## config.mk

```make
export PLATFORM = sky130hd
export DESIGN_NAME = adder_operand_loader
export DESIGN_NICKNAME = d
export VERILOG_FILES = /design/src/rtl/adder_operand_loader.sv
export SDC_FILE = /design/constraint.sdc
export NUM_CORES = 1
export LEC_CHECK = 0
export CELL_PAD_IN_SITES_DETAIL_PLACEMENT = 1
export CELL_PAD_IN_SITES_GLOBAL_PLACEMENT = 2
export CORE_MARGIN = 10
export CORE_UTILIZATION = 35
export CTS_CLUSTER_SIZE = 24
export DETAILED_ROUTE_END_ITERATION = 16
export PLACE_DENSITY = 0.79
export SKIP_LAST_GASP = 1
export SYNTH_ARGS = -nofsm -noshare
export SYNTH_HDL_FRONTEND = slang
export SYNTH_SLANG_ARGS = --single-unit
```

## constraint.sdc

```tcl
create_clock -name clk -period 2.15 [get_ports clk]
set_input_delay 0.215 -clock clk [delete_from_list [all_inputs] [get_ports clk]]
set_output_delay 0.215 -clock clk [all_outputs]
set_load 0.005 [all_outputs]
```

## src/rtl/adder_operand_loader.sv

```systemverilog
// rtl/adder_operand_loader.sv - debounced two-press operand capture with valid/ready output
module adder_operand_loader #(
    parameter  int WIDTH     = 4,
    parameter  int DB_CYCLES = 500000,
    localparam int CNT_W     = $clog2(DB_CYCLES) + 1
) (
    input  logic             clk,
    input  logic             rst_n,
    input  logic [WIDTH-1:0] sw_data,
    input  logic             sw_cin,
    input  logic             key_load_n,
    output logic [WIDTH-1:0] op_a,
    output logic [WIDTH-1:0] op_b,
    output logic             op_cin,
    output logic             out_valid,
    input  logic             out_ready,
    output logic [1:0]       phase
);

    localparam logic [CNT_W-1:0] CNT_MAX = CNT_W'(DB_CYCLES - 1);

    typedef enum logic [1:0] {
        WAIT_A = 2'b00,
        WAIT_B = 2'b01,
        READY  = 2'b10
    } state_t;

    state_t            state_q, state_d;
    logic [1:0]        sync_q, sync_d;
    logic              db_q, db_d;
    logic [CNT_W-1:0]  cnt_q, cnt_d;
    logic [WIDTH-1:0]  op_a_q, op_a_d;
    logic [WIDTH-1:0]  op_b_q, op_b_d;
    logic              op_cin_q, op_cin_d;
    logic              out_valid_q, out_valid_d;
    logic              s2;
    logic              press_evt;

    assign s2 = sync_q[1];

    // Only a debounced high-to-low transition is an event; releases are silent.
    assign press_evt = !s2 && db_q && (cnt_q == CNT_MAX);

    always_comb begin
        sync_d = {sync_q[0], key_load_n};
        db_d   = db_q;
        cnt_d  = cnt_q;
        if (s2 == db_q) begin
            cnt_d = '0;
        end else if (cnt_q == CNT_MAX) begin
            db_d  = s2;
            cnt_d = '0;
        end else begin
            cnt_d = cnt_q + 1'b1;
        end
    end

    always_comb begin
        state_d     = state_q;
        op_a_d      = op_a_q;
        op_b_d      = op_b_q;
        op_cin_d    = op_cin_q;
        out_valid_d = out_valid_q;
        case (state_q)
            WAIT_A: begin
                if (press_evt) begin
                    op_a_d  = sw_data;
                    state_d = WAIT_B;
                end
            end
            WAIT_B: begin
                if (press_evt) begin
                    op_b_d      = sw_data;
                    op_cin_d    = sw_cin;
                    out_valid_d = 1'b1;
                    state_d     = READY;
                end
            end
            READY: begin
                if (out_ready) begin
                    out_valid_d = 1'b0;
                    state_d     = WAIT_A;
                end
            end
            default: begin
                out_valid_d = 1'b0;
                state_d     = WAIT_A;
            end
        endcase
    end

    always_ff @(posedge clk or negedge rst_n) begin
        if (!rst_n) begin
            sync_q      <= 2'b11;
            db_q        <= 1'b1;
            cnt_q       <= '0;
            state_q     <= WAIT_A;
            op_a_q      <= '0;
            op_b_q      <= '0;
            op_cin_q    <= 1'b0;
            out_valid_q <= 1'b0;
        end else begin
            sync_q      <= sync_d;
            db_q        <= db_d;
            cnt_q       <= cnt_d;
            state_q     <= state_d;
            op_a_q      <= op_a_d;
            op_b_q      <= op_b_d;
            op_cin_q    <= op_cin_d;
            out_valid_q <= out_valid_d;
        end
    end

    assign op_a      = op_a_q;
    assign op_b      = op_b_q;
    assign op_cin    = op_cin_q;
    assign out_valid = out_valid_q;
    assign phase     = state_q;

endmodule

```

---- Yosys cells after proc, flatten, opt, wreduce, memory -nomap -nowiden ----
Index checks and enable logic that the tools add are counted.
storage, ports and cells
  flip-flop bits (word level) ............. 35
  input bits .............................. 9
  output and inout port bits .............. 12
  logic and storage cells ................. 36
operators by class
  add/sub/neg operators ................... 1
  eq/ne operators ......................... 7
  multiplexer cells ....................... 9
  bitwise logic cells ..................... 2
  reductions and logical operators ........ 9
operators by type and width
  kind                   number
  $mux 20                2
  $add 20x1->20 const B  1
  $eq 20x19->1 const B   1
  $mux 2                 3
  $ne 2x2->1 const B     3
  $pmux 2 s3             1
  $reduce_and 2->1       3
  $reduce_and 3->1       2
  $pmux 1 s3             1
  $eq 2x1->1 const B     1
  $eq 2x2->1 const B     1
  $logic_and 1x1->1      2
  $logic_not 2->1        1
  $mux 1                 2
  $not 1->1              2
  $eq 1x1->1             1
  $logic_not 1->1        1

---- Logic depth before layout (Yosys ltp) ----
Gate-level depths: netlist of the first run.
  word-level depth ........................ 5
  gate-level depth with buffers ........... 6
  depth with buffers taken out ............ 5

---- Least setup slack after synthesis of the first run ----
No wires, ideal clock.
  kind .................................... flip-flop to flip-flop
  from .................................... register cnt_q[0]
  to ...................................... register cnt_q[16]
  library setup time ...................... 78 ps
  data arrival time ....................... 1766 ps
  required time ........................... 2072 ps
  slack ................................... 307 ps
  cell stages (with the launch flop) ...... 6
  buffers on the path ..................... 0
  clock period less this slack ............ 1843 ps
  cell sequence ........................... dfrtp_1 ha_1 nand4_1 or4_4 or3_1 a21oi_1
between the ends
  longest elaborated chain between the ends .. 3
  elaborated cells between the ends (all ways) .. 4
  classes of those cells .................. add/sub: 1; eq/ne: 1; mux: 2
RTL lines
  item                                                  RTL line  source
  start, declared                                       31        logic [CNT_W-1:0] cnt_q, cnt_d;
  start signal, assigned                                105       cnt_q <= cnt_d;
  $add 20x1->20 / $eq 20x19->1 (equally long branches)  54, 50
  $mux 20 *                                             50        end else if (cnt_q == CNT_MAX) begin
  $mux 20 *                                             48        if (s2 == db_q) begin
  net cnt_d[16]                                         31
The timed path passes the listed nets; every way through them passes the cells marked *.
A chain may end at the register's enable or synchronous reset.

---- Worst setup path after layout of the first run ----
  from .................................... register cnt_q[1]
  to ...................................... register cnt_q[18]
The elaborated chain is that of the path after synthesis.

==> metrics.md, run 1 <==
| Metric | Value |
|---|---|
| Status | finished, final reports clean |
| Syn Nets | between 150 and 200 |
| Fillers | 482 |
| Initial Util | 0.367 |
| Drt pass-1 iters | 4 |
| GR peak layer | met2 |
| Initial antenna violation count | 0 |
| Met2 Track Usage GR | 0.177 |
| Period utilization | 0.931 |
| HP Class | in -> async |
| DR vias | 1204 |
| CTS clk-pin slew, worst paths | 70 ps |
| Share of power burned in registers | 0.559 |
| Die height | 88.1 um |
| Row count | 24 |
| Grt met1 use | 0.131 |
| Seq/Total Area, Yosys | 0.542 |
| CTS buffer count | 5 |
| Clock power frac | 0.383 |
| Sw power | 0.000288 W |
| Final nets | 191 |
| DR WL/cell | 16.3 um |
| Crit Path Max Fanout | 5 |
| Int Power | 0.000934 W |
| Clk root buf | clkbuf_8 |
| Final min period | 2000 ps |
| Htree depth | 2 |
| Yosys cell types | 26 |
| Register Area | 881 um2 |
| Cell area after synthesis | 1620 um2 |
| Area of the multi-input gates | ~730 um2 |
| Vias in the first global route | 1315 |
| Post-DP Area | 1930 um2 |
| Max-Cap Viols | 0 |
| VDD IR max | approximately 370 uV |
| # DRC | 0 |
| CTS tree | built |
| Area grow syn2layout | 24.9% |
| Max Fclk | 500 MHz |
| Max-slew violations | 0 |
| RSZ-0062 raised after global routing | true |
| Leak | 0.836 nW |
| Worst R2R Setup Slack | between 100 and 150 ps |
| Syn Inst Count | 148 |
| Diodes inserted | 0 |
| # clock sinks | 35 |
| Tot GR Track Use | 0.108 |
| Area of the die | 7760 um2 |
| CP Launch Type | flop |
| Synthesized area per cell | 11.0 um2 |
| First-pass GRT wire length | 6500 um |
| Slew Limit Headroom | 0.701 |
| Clk Latency, worst-skew pair | 280 ps |
| Gate power share | 0.058 |
| Core box area | 4410 um2 |
| Endpoints failing setup | 0 |
| Ports | 21 |
| Final hold violations | 0 |
| P per Cell Area | 603 nW/um2 |
| Setup bufs post-CTS | 0 |
| Total power | between 0.001 and 0.0015 W |
| Critical path arrival | approximately 2200 ps |
| Worst-case clock buffer depth | 2 |
| Worst Path Required | 2360 ps |
| Buffers on Ports | 20 |
| Gr ovfl total | 0 |
| Met3 Usage GRT | 0.0269 |
| Final WL | 3800 um |
| Yosys warning count | 0 |
| DRT iter0 DRCs | 68 |
| Clock Skews | 2.57 ps |
| Slew at the pin with the worst max-slew slack | 449 ps |
| Critical path class | reg -> reg |
| Yosys top cell area share | 0.494 |
| Die X | a little under 90 um |
| Sw frac | 0.236 |
| Fin area | between 2000 and 2500 um2 |
| Dpl hpwl | 2910 um |
| Share of cells above drive strength 1 | 0.188 |
| Antenna-violating nets left | 0 |
| Final GP Congestion | 0.743 |
| Synthesized flop and latch total | 35 |
| Synth area leader | dfrtp_1 |
| Crit end category | flop |
| Largest net degree at the start of global routing | 36 |
| Via/cell ratio | 5.17 |
| Largest cells by area after synthesis | dfrtp_1 49%, mux2_2 7.6%, xnor2_1 5.4% |
==> cell usage in the layout, fill, tap and decap left out, drive strengths merged, types with 7 or more instances in the layout <==
master         instances
mux2                  11
clkdlybuf4s50         20
nand3                  8
xnor2                 10
nand4                  8
nand2                 11
nor2                  22
nor4                   7
dfrtp                 32
==> kinds of logic (layout without fill, tap and decap cells) <==
family                     after synthesis  count (layout)  share of synthesized area
and+or+nand+nor                         71              71                      0.240
DFF                                     35              35                      0.542
xor gates and xnor gates                14              14                     0.0756
muxes                                   13              13                     0.0887
AOI/OAI and AO/OA                        7               7                     0.0231
buffers and inverters                    6              39                     0.0147
adders and majority gates                2               2                     0.0154
==> power by group through the flow <==
stage               logic [W]  registers (W)  clock network (W)
floorplan           0.0000207       0.000694                  0
detailed placement  0.0000717       0.000696                  0
CTS                 0.0000722       0.000683           0.000484
finish              0.0000706       0.000684           0.000468
global placement    0.0000698       0.000694                  0
global route        0.0000794       0.000686           0.000524
==> final cells by class <==
cell class                      instances  share of cell area
Timing Repair Buffer                   26               0.121
Sequential cell                        35               0.435
Tap cell                               52              0.0321
Inverter                                5             0.00926
Clock inverter                          3             0.00988
Clock buffer                            5              0.0340
Multi-Input combinational cell        107               0.359
==> sequential cells by signal (all words and copies together) (netlist names) <==
name and cells:
op_b 4, op_a 4, out_valid 1, op_cin 1
phase 2, cnt_q 20, sync_q 2, db_q 1
==> routing by layer <==
layer | part of all wire | up-vias
met1 | 0.44 | 604
met4 | 0.016 | 0
met2 | 0.52 | 8
li1 | - | 587
met3 | 0.023 | 5
met5 | 0 | -
==> worst max-delay path: stages, from the launching register on <==
cell and delay [ps]:
dfrtp_1 430, ha_2 250, nand4_1 200, or4_4 590
or3_1 320, a21oi_1 150
==> Yosys cell counts <==
master   number
and2_1        1
inv_1         5
nor4_4        1
nor2b_1       1
dfstp_2       3
or4_4         1
nor3_1        6
or3_1         2
nor4b_1       1
buf_2         1
nand4_4       1
nor4_1        6
dfrtp_1      32
a21o_1        1
mux2i_1       2
xnor2_1      10
nor2_1       22
a21oi_1       3
nand2_1      11
xor2_1        4
and4_1        3
nand3_1       8
mux2_2       11
ha_1          2
nand4_1       7
o21ai_0       3
==> metrics by stage <==
step / util / setup TNS, ps / std cells / hold WS (ps) / setup slack, ps
floorplan: - / 0 / 148 / -80.6 / 307
global placement: 0.437 / 0 / 225 / 348 / 200
detailed placement: 0.437 / 0 / 225 / 347 / 127
CTS: 0.457 / 0 / 233 / 337 / 112
global route: 0.459 / -17.0 / 233 / 331 / -17.0
finish: 0.459 / 0 / 233 / 340 / 149
==> path summary, 6_finish.rpt <==
kind | endpoint | start | cells past startpoint
worst max-delay path | cnt_q[18] | cnt_q[1] | 5
max in group asynchronous | db_q | rst_n | 2
worst max register to register | cnt_q[18] | cnt_q[1] | 5
worst min register to register | sync_q[1] | sync_q[0] | 0
worst min-delay path | cnt_q[9] | rst_n | 2
min in group clk | sync_q[0] | key_load_n | 1
==> what timing repair did <==
action	CTS	global route
hold buffers	0	0
gates resized for setup	0	3
endpoints found under the setup margin	0	4
(Power assumes the default switching activity.)
==> run 2: changes to the inputs <==
- CAP_MARGIN: not set -> 30
- CORE_MARGIN: 10 -> not set
==> run 2 against run 1 <==
- clock power rose by 51%
- register-to-register slack got worse by 50 ps
- worst setup slack got worse by 46 ps
- via count barely moved
- total power rose by 20%
- global-route usage rose by 6.0 points
- core utilization rose by 1.0 points
- clock-buffer cell count did not move
- critical endpoint unchanged
==> metrics.md, run 2 (synthesis gave the netlist of run 1 again) <==
| Metric | Value |
|---|---|
| Status | finished, final reports clean (unchanged) |
| Share of cells above drive strength 1 | 0.176 (was 0.188) |
| Post-cts sizing count | 0 (unchanged) |
| Commonest non-fill, non-tap cell in the layout | dfrtp_1 (unchanged) |
| Fillers | 492 (was 482) |
| Period utilization | 0.952 (was 0.931) |
| Crit end category | flop (unchanged) |
| Top reg by flops | cnt_q (unchanged) |
| GR peak layer | met2 (unchanged) |
| Antenna-violating nets left | 0 (unchanged) |
| Non-Filler Instances | 234 (was 233) |
| CTS buffer count | 5 (unchanged) |
| Row count | 24 (unchanged) |
| CP Launch Type | flop (unchanged) |
| Max reg flops | 20 (unchanged) |
| Final nets | 192 (was 191) |
| Placed Cells | 225 (unchanged) |
| Via/cell ratio | 5.15 (was 5.17) |
| Setup bufs post-CTS | 0 (unchanged) |
| HP Class | in -> reg (was in -> async) |
| Htree depth | 2 (unchanged) |
| First-pass GRT wire length | 6360 um (was 6500 um) |
| Met2 Track Usage GR | 0.264 (was 0.177) |
| Critical path class | reg -> reg (unchanged) |
| Clk root buf | clkbuf_8 (unchanged) |
| Crit Path Max Fanout | 6 (was 5) |
| CTS clk-pin slew, worst paths | 80 ps (was 70 ps) |
| Ports | 21 (unchanged) |
| Max-slew violations | 0 (unchanged) |
| Largest net degree at the start of global routing | 36 (unchanged) |
| Met3 Usage GRT | 0.0433 (was 0.0269) |
| Slew Limit Headroom | 0.685 (was 0.701) |
| Total power | 0.00146 W (was 0.00122 W) |
| Core box area | 4410 um2 (unchanged) |
| Worst Path Required | 2360 ps (about the same) |
| Max-Cap Viols | 0 (unchanged) |
| CTS tree | built (unchanged) |
| Initial antenna violation count | 0 (unchanged) |
| # DRC | 0 (unchanged) |
| Die height | 70.1 um (was 88.1 um) |
| Critical path arrival | 2250 ps (was 2220 ps) |
| Register Area | 880 um2 (was 881 um2) |
| Buffers on Ports | 20 (unchanged) |
| DR WL/cell | 16.0 um (was 16.3 um) |
| Vias in the first global route | 1291 (was 1315) |
| Final GP Congestion | 0.786 (was 0.743) |
| Area of the multi-input gates | 718 um2 (was 727 um2) |
| Grt met1 use | 0.229 (was 0.131) |
| Die X | 70.1 um (was 88.1 um) |
| # clock sinks | 35 (unchanged) |
| Final min period | 2050 ps (was 2000 ps) |
| Gr ovfl total | 0 (unchanged) |
| Final WL | 3740 um (was 3800 um) |
| Area of the die | 4910 um2 (was 7760 um2) |
| DRT iter0 DRCs | 33 (was 68) |
| P per Cell Area | 706 nW/um2 (was 603 nW/um2) |
| Initial Util | 0.367 (unchanged) |
| Hold-fix buffers at CTS | 0 (unchanged) |
| Max Fclk | 489 MHz (was 500 MHz) |
| Endpoints failing setup | 0 (unchanged) |
| Slew at the pin with the worst max-slew slack | 466 ps (was 449 ps) |
| Dpl hpwl | 2680 um (was 2910 um) |
| Most frequent cells in the layout | 32 x dfrtp_1, 22 x nor2_1, 20 x clkdlybuf4s50_1, 11 x nand2_1, 11 x mux2_2 (was 31 x dfrtp_1, 22 x nor2_1, 20 x clkdlybuf4s50_1, 11 x nand2_1, 11 x mux2_2) |
| Clk Latency, worst-skew pair | 280 ps (about the same) |
| Area grow syn2layout | 27.7% (was 24.9%) |
| Tot GR Track Use | 0.168 (was 0.108) |
| DR vias | 1205 (was 1204) |
| Diodes inserted | 0 (unchanged) |
| Drt pass-1 iters | 4 (unchanged) |
| Leak | 0.867 nW (was 0.836 nW) |
| Final hold violations | 0 (unchanged) |
| Worst-case clock buffer depth | 2 (unchanged) |
| VDD IR max | 483 uV (was 366 uV) |
| Clock Skews | 7.72 ps (was 2.57 ps) |
run 2: changes by cell type in the layout (fill, tap and decap cells not counted):
cell and change:
nor4_1 +1, ha_1 +1, bufinv_16 +2, clkinv_2 -1
dfrtp_1 +1, dfrtp_2 -1, nor4_2 -1, ha_2 -1
clkinvlp_4 -1, buf_4 +1
run 2: power by group:
part	leakage [nW]	switching (W)	total, W	internal, W
clock network	0.0644	0.000246	0.000708	0.000463
registers	0.463	0.0000112	0.000683	0.000672
logic	0.339	0.0000356	0.0000714	0.0000358
run 2: per-stage QoR:
step	hold slack (ps)	setup slack (ps)	TNS (ps)	cell area, um2	util
finish	333	103	0	2070	0.469
global route	318	-24.4	-46.2	2070	0.469
CTS	321	105	0	2060	0.467
floorplan	-80.6	307	0	1620	-
global placement	347	182	0	1930	0.437
detailed placement	347	119	0	1930	0.437
run 2: layer usage:
| metal | share of wire | routed length (um) | vias up |
|---|---|---|---|
| met1 | 0.48 | 1810 | 612 |
| met3 | 0.014 | 51 | 2 |
| met2 | 0.49 | 1850 | 8 |
| met5 | 0 | 0 | - |
| met4 | 0.0070 | 26 | 0 |
| li1 | - | - | 583 |
run 2: final cells by class:
class                           instances  share of cell area
Sequential cell                        35               0.425
Multi-Input combinational cell        107               0.347
Timing Repair Buffer                   27               0.122
Clock buffer                            5              0.0332
Clock inverter                          3              0.0326
Tap cell                               52              0.0314
Inverter                                5             0.00906
run 2: final timing paths:
path                       startpoint   endpoint  slack (ps)  cells after the start
min                        key_load_n  sync_q[0]         330                      1
max reg2reg                  cnt_q[0]  cnt_q[18]         100                      5
min reg2reg                 sync_q[0]  sync_q[1]         360                      0
max                          cnt_q[0]  cnt_q[18]         100                      5
min in group asynchronous       rst_n   cnt_q[4]         350                      2
max in group asynchronous       rst_n       db_q        1460                      2
run 2: critical path, cell delays in order (launching register included):
cell and delay, ps:
dfrtp_1 440, ha_1 270, nand4_1 200, or4_4 600
or3_1 320, a21oi_1 150
==> run 3: changes to the inputs <==
- CAP_MARGIN: 30 -> not set
==> results of run 3 <==
No change in the layout: final DEF, timing and power equal those of run 2.
